File: config.mk
export PLATFORM = sky130hd
export DESIGN_NAME = wb_rr_arbiter
export DESIGN_NICKNAME = d
export VERILOG_FILES = /design/src/rtl/wb_rr_arbiter.sv
export SDC_FILE = /design/constraint.sdc
export NUM_CORES = 1
export LEC_CHECK = 0
export CELL_PAD_IN_SITES_DETAIL_PLACEMENT = 1
export CELL_PAD_IN_SITES_GLOBAL_PLACEMENT = 2
export CORE_AREA = 2 2 452 454
export DETAILED_ROUTE_END_ITERATION = 12
export DIE_AREA = 0 0 454 456
export GPL_TIMING_DRIVEN = 0
export PLACE_DENSITY_LB_ADDON = 0.1
export SYNTH_ARGS = -nofsm -noshare
export SYNTH_HDL_FRONTEND = slang
export SYNTH_SLANG_ARGS = --single-unit
File: constraint.sdc
create_clock -name clk -period 3.2 [get_ports clk]
set_input_delay 0.64 -clock clk [delete_from_list [all_inputs] [get_ports clk]]
set_output_delay 0.64 -clock clk [all_outputs]
set_load 0.01 [all_outputs]
File: src/rtl/wb_rr_arbiter.sv
// wb_rr_arbiter: N-master Wishbone classic round-robin arbiter, grant held for the whole cycle.
// Define WB_ARB_TIMEOUT_EN to force an error on a slave stalled for TIMEOUT_CYCLES strobes.
module wb_rr_arbiter #(
  parameter int NUM_MASTERS    = 4,
  parameter int DATA_WIDTH     = 128,
  parameter int ADDR_WIDTH     = 32,
  parameter int SEL_WIDTH      = DATA_WIDTH / 8,
  parameter int TIMEOUT_CYCLES = 255
) (
  input  logic                              clk,
  input  logic                              rst,
  input  logic [NUM_MASTERS*ADDR_WIDTH-1:0] m_adr_i,
  input  logic [NUM_MASTERS*DATA_WIDTH-1:0] m_dat_i,
  input  logic [NUM_MASTERS-1:0]            m_we_i,
  input  logic [NUM_MASTERS*SEL_WIDTH-1:0]  m_sel_i,
  input  logic [NUM_MASTERS-1:0]            m_stb_i,
  input  logic [NUM_MASTERS-1:0]            m_cyc_i,
  output logic [DATA_WIDTH-1:0]             m_dat_o,
  output logic [NUM_MASTERS-1:0]            m_ack_o,
  output logic [NUM_MASTERS-1:0]            m_err_o,
  output logic [NUM_MASTERS-1:0]            m_rty_o,
  output logic [ADDR_WIDTH-1:0]             s_adr_o,
  output logic [DATA_WIDTH-1:0]             s_dat_o,
  output logic                              s_we_o,
  output logic [SEL_WIDTH-1:0]              s_sel_o,
  output logic                              s_stb_o,
  output logic                              s_cyc_o,
  input  logic [DATA_WIDTH-1:0]             s_dat_i,
  input  logic                              s_ack_i,
  input  logic                              s_err_i,
  input  logic                              s_rty_i,
  output logic [NUM_MASTERS-1:0]            grant_o,
  output logic                              timeout_o
);
  localparam int IW = $clog2(NUM_MASTERS);
`ifdef WB_ARB_TIMEOUT_EN
  typedef enum logic [1:0] {IDLE, GRANTED, RECOVER} state_t;
`else
  typedef enum logic [1:0] {IDLE, GRANTED} state_t;
`endif
  state_t state, state_nxt;
  logic [IW-1:0] last, win, idx;
  logic act, to;
  always_comb begin
    win = last;
    idx = '0;
    // scan from farthest to nearest so the nearest requester after last wins
    for (int k = NUM_MASTERS; k >= 1; k--) begin
      idx = IW'((int'(last) + k) % NUM_MASTERS);
      if (m_cyc_i[idx]) win = idx;
    end
  end
  always_comb begin
    state_nxt = state;
    if (state == IDLE && |m_cyc_i) state_nxt = GRANTED;
    else if (state != IDLE && !m_cyc_i[last]) state_nxt = IDLE;
`ifdef WB_ARB_TIMEOUT_EN
    if (to) state_nxt = RECOVER;
`endif
  end
  always_ff @(posedge clk) begin
    if (rst) begin
      state   <= IDLE;
      grant_o <= '0;
      last    <= IW'(NUM_MASTERS - 1);
    end else begin
      state <= state_nxt;
      if (state == IDLE && |m_cyc_i) begin
        last    <= win;
        grant_o <= NUM_MASTERS'(1) << win;
      end else if (state_nxt == IDLE) grant_o <= '0;
    end
  end
`ifdef WB_ARB_TIMEOUT_EN
  localparam int CW = $clog2(TIMEOUT_CYCLES + 1);
  logic [CW-1:0] cnt;
  logic term;
  assign term = s_ack_i | s_err_i | s_rty_i;
  assign to = act && s_stb_o && !term && cnt == CW'(TIMEOUT_CYCLES - 1);
  always_ff @(posedge clk) begin
    if (rst || !act || term) cnt <= '0;
    else if (s_stb_o) cnt <= cnt + 1'b1;
  end
`else
  assign to = 1'b0;
`endif
  assign act       = state == GRANTED;
  assign timeout_o = to;
  assign s_cyc_o   = act & m_cyc_i[last];
  assign s_stb_o   = act & m_stb_i[last];
  assign s_we_o    = act & m_we_i[last];
  assign s_adr_o   = act ? m_adr_i[last*ADDR_WIDTH +: ADDR_WIDTH] : '0;
  assign s_dat_o   = act ? m_dat_i[last*DATA_WIDTH +: DATA_WIDTH] : '0;
  assign s_sel_o   = act ? m_sel_i[last*SEL_WIDTH +: SEL_WIDTH] : '0;
  assign m_ack_o   = act && s_ack_i ? grant_o : '0;
  assign m_err_o   = act && (s_err_i || to) ? grant_o : '0;
  assign m_rty_o   = act && s_rty_i ? grant_o : '0;
  assign m_dat_o   = s_dat_i;
endmodule

Yosys cells after proc, flatten, opt, wreduce, memory -nomap -nowiden
Index checks and enable logic that the tools add are counted.
{ "totals": {"regBits": 8, "input_bits": 849, "wordCells": 59} }
{ "classes": {"addsub": 4, "order_cmp": 5, "n_eq_ne": 1, "shift": 4, "muxes": 28, "bitwise_logic": 3, "reduce_logical": 11} }
{ "ops": {"columns": ["op", "n"], "rows": [
  ["$shiftx A512 B10 Y128", 1],
  ["$mux W128", 1],
  ["$shiftx A128 B8 Y32", 1],
  ["$shiftx A64 B7 Y16", 1],
  ["$mux W32", 1],
  ["$mux W4", 5],
  ["$mux W16", 1],
  ["$lt A2 B3 Y1 const B", 5],
  ["$bmux W1 S2", 7],
  ["$mux W2", 6],
  ["$mux W1", 7],
  ["$logic_and A1 B1 Y1", 5],
  ["$add A2 B1 Y2 const B", 2],
  ["$add A2 B2 Y2 const B", 2],
  ["$logic_not A2 Y1", 2],
  ["$reduce_bool A2 Y1", 2],
  ["$reduce_or A4 Y1", 1],
  ["$shl A1 B2 Y4 const A", 1],
  ["$and A1 B1 Y1", 3],
  ["$eq A2 B1 Y1 const B", 1],
  ["$logic_not A1 Y1", 1]
]} }

Logic depth before layout (Yosys ltp)
{ "logic_depth": {"word_depth": 9, "mapped_depth": 5, "ltp_nobuf": 4} }

Least setup slack after synthesis
Ideal clock, no wire load.
{ "synth_timing": {"kind": "register to output", "startpoint": "register last[0]", "endpoint": "output s_adr_o[0]", "arrival_time_ns": 1.415, "required_time_ns": 2.560, "setup_slack_ns": 1.145, "stages_incl_launch_ff": 5, "path_buffers": 2, "path_cell_list": "dfxtp_1 buf_6 buf_12 mux4_2 and2_1"} }
{ "synth_via": {"elab_chain_cells": 2} }
{ "synth_lines": {"columns": ["item", "line", "source"], "rows": [
  ["from (decl)", "42", "logic [IW-1:0] last, win, idx;"],
  ["from (signal assigned)", "65", "last <= IW'(NUM_MASTERS - 1);"],
  ["from (signal assigned)", "69", "last <= win;"],
  ["$shiftx A128 B8 Y32", "92", "assign s_adr_o = act ? m_adr_i[last*ADDR_WIDTH +: ADDR_WIDTH] : '0;"],
  ["$mux W32", "92", null],
  ["to (decl)", "22", "output logic [ADDR_WIDTH-1:0] s_adr_o,"]
]} }
No other way between the ends.

Worst setup path in the final report
{ "layout_timing": {"startpoint": "register last[0]", "endpoint": "output s_dat_o[69]"} }
{ "layout_via": {"elab_chain_cells": 2} }
{ "layout_lines": {"columns": ["item", "line", "source"], "rows": [
  ["$shiftx A512 B10 Y128", "93", "assign s_dat_o = act ? m_dat_i[last*DATA_WIDTH +: DATA_WIDTH] : '0;"],
  ["$mux W128", "93", null],
  ["to (decl)", "23", "output logic [DATA_WIDTH-1:0] s_dat_o,"]
]} }
No other way between the ends.

==> metrics.txt <==
outcome=finished clean; total power=approximately 4400 µW; Detailed Place HPWL=between 90 and 100 mm; Yosys top cell area share=0.561; sequential fraction of the synthesis area=0.0223; Yosys top cell by area=mux4_2; Mean Syn Cell Area=approximately 12 µm²; Routed Antenna Nets=0; worst ir drop on vdd=0.0000917 V; Wirelength per Cell=around 23 µm; number of H-tree levels=1; Yosys reg bits=8; met3 routed WL=9.12 mm; Top Ports=~1,200; Min Clock Period, post-route=3.08 ns; GRT Resource Usage Total=0.0925; met2 WL=slightly above 60 mm; Final nets=between 2,000 and 2,500; initial core utilization=0.0356; clock root cell=clkbuf_16; Final WS setup=around 0.12 ns; GRT overflow=0; Critical Path Fanout Max=10; WHS=slightly above 0.5 ns; Clock Tree Buf Depth=2; Hold Crit Class=flip-flop to flip-flop; Critical Path RT=2.56 ns; Setup crit start kind=flip-flop; Post-Synthesis Cells=about 600; leakage=~0.0072 µW; Worst EP arrival=around 2.4 ns; Crit Path Class=flip-flop to primary output; number of buffers added on ports=~1,000; share of layout cells above drive strength 1=0.231; Worst Setup SP=last[0]; Hold-fix buffers, CTS=0; vias in the first global route=11,300; Final Max Slew Viols=0; Worst R2R End=grant_o[0]; Reg clk slew, reported paths=~0.04 ns; DP Area=21,000 µm²; Highest Clock Rate=about 320 MHz; row count=roughly 170; RSZ-0062 raised after global routing=false; # setup viols final=0; die area=207,000 µm²; Hold Path Stages=2; first-pass GRT wire length=about 130 mm; CTS tree=done; Finished Core Util=0.105; Worst Setup End Kind=primary output; Vias=9,829; Tcrit/Tclk final=0.962; synth top area cells=mux4_2 56%, and2_1 16%, buf_4 13%, buf_12 4.7%, dfxtp_1 2.2%; Placement Setup Slack=-0.609 ns; Clock Latency Late Sink=around 0.23 ns; Worst R2R Path Depth=3; Ys Warns=0; R2R Path Start=last[1]; pwr/cell area=just over 200 nW/µm²; Sink Count=8; Max Used Layer=met5; Net Count, Synth=1,451; Max-slew headroom=0.620; Worst Tran Pin Value=0.568 ns; gpl congestion=between 0.7 and 0.8; DRC=0; initial antenna violation count=between 50 and 60; max-cap viol count=0; hold violation count in the final report=0; final WL=around 100 mm; hold path startpoint=state[0]; die width=around 450 µm; DR vias/cell=between 2 and 2.5; cell area after synthesis=7190 µm²; CORE AREA=202,000 µm²; M1 wire length=29.5 mm; worst setup path endpoint=s_dat_o[69]; Die H=approximately 460 µm; DR iter-0 viols=around 220; largest net degree at the start of global routing=11; design area=approximately 21,000 µm²; R2R Setup Slk=approximately 1.6 ns; TritonCTS Buffers=3; clock skew=0.00665 ns; area delta synth->final=195%; DR pass1 iterations=4; Distinct cells, synth=32
## cells in the final DEF (no fill, tap or decap), types with 2 or more instances in the layout
cell type,n
clkdlybuf4s50_1,1026
mux4_2,179
and2_1,175
buf_4,141
diode_2,19
buf_12,19
and3_1,14
dlygate4sd2_1,12
clkbuf_2,8
dfxtp_1,7
clkbuf_1,6
clkbuf_4,5
buf_6,5
dlymetal6s2s_1,5
and2_2,4
nor2_1,4
nand2_1,4
buf_2,3
clkbuf_16,3
nor2b_1,2
nand2b_1,2
o41ai_2,2
a32o_1,2
clkbuf_8,2
## state kept, by name, summed over array words and instances (netlist names)
| name | cells |
|---|---|
| state | 2 |
| grant_o | 4 |
| last | 2 |
## worst max-delay path, cell delays in order, from the launching register on
cell and delay (ns):
dfxtp_2 0.38, buf_12 0.22, buf_12 0.21, mux4_2 0.58
and2_1 0.19, clkdlybuf4s50_1 0.58
## synth_stat cells
| library cell | count |
|---|---|
| a21oi_2 | 1 |
| o21ai_0 | 1 |
| o21ai_2 | 1 |
| and3_1 | 14 |
| dfxtp_1 | 8 |
| inv_1 | 1 |
| and2_1 | 179 |
| o211ai_1 | 1 |
| buf_4 | 129 |
| mux4_2 | 179 |
| o21a_1 | 1 |
| buf_12 | 17 |
| conb_1 | 1 |
| nor3_4 | 1 |
| nand2_1 | 4 |
| nand2_2 | 1 |
| buf_6 | 2 |
| o311ai_0 | 1 |
| a32o_1 | 2 |
| buf_2 | 20 |
| nor2b_4 | 1 |
| a21oi_1 | 1 |
| nor2_1 | 4 |
| nor3_1 | 1 |
| nand2b_1 | 2 |
| clkbuf_1 | 21 |
| buf_8 | 1 |
| nor3b_4 | 1 |
| o41ai_2 | 2 |
| o31ai_1 | 1 |
| o41ai_4 | 1 |
| nor2b_1 | 2 |
## cell families after synthesis
kind of cell | share of synthesized area
multiplexers | 0.561
buffers and inverters | 0.213
other | 0.000522
AO/OA/AOI/OAI | 0.0193
flip-flops | 0.0223
AND/OR/NAND/NOR | 0.184
## power breakdown
group | switching [µW] | internal [µW]
logic | 1620 | 2420
clock network | 48.3 | 161
registers | 13.6 | 111
total | 1680 | 2690
## layer usage
| layer | track usage | vias to the layer above |
|---|---|---|
| met1 | 0.0797 | 4853 |
| li1 | - | 4328 |
| met3 | 0.0328 | 78 |
| met5 | 0 | - |
| met2 | 0.198 | 534 |
| met4 | 0.0149 | 36 |
## worst min-delay path by stage
stage,endpoint,slack (ns)
detailed placement,state[0],0.50
floorplan,state[0],0.45
global placement,state[0],0.48
global route,state[0],0.54
finish,state[0],0.51
CTS,state[0],0.51
## stage by stage
step / std cells / setup TNS, ns
after CTS: 4320 / -0.0720
after detailed placement: 4317 / -15.82
after floorplan: 602 / 0
final: 4339 / 0
after global placement: 4317 / -70.85
after global routing: 4329 / 0
## cell type report
cell class              instances  area [µm²]
diodes                         19        47.5
fillers                     23600      180000
flip-flops and latches          8         161
inverters                       1        3.75
plain buffers                 190        1650
repair buffers               1043       10400
well taps                    2672        3340
clock buffers                   3        75.1
multi-input cells             403        5500
## timing repair
item                                    4_1_cts  5_1_grt
buffers inserted                              0        0
resized for setup                            57       17
endpoints found under the setup margin      178       21
No activity file was read; power rests on OpenSTA's default activity.
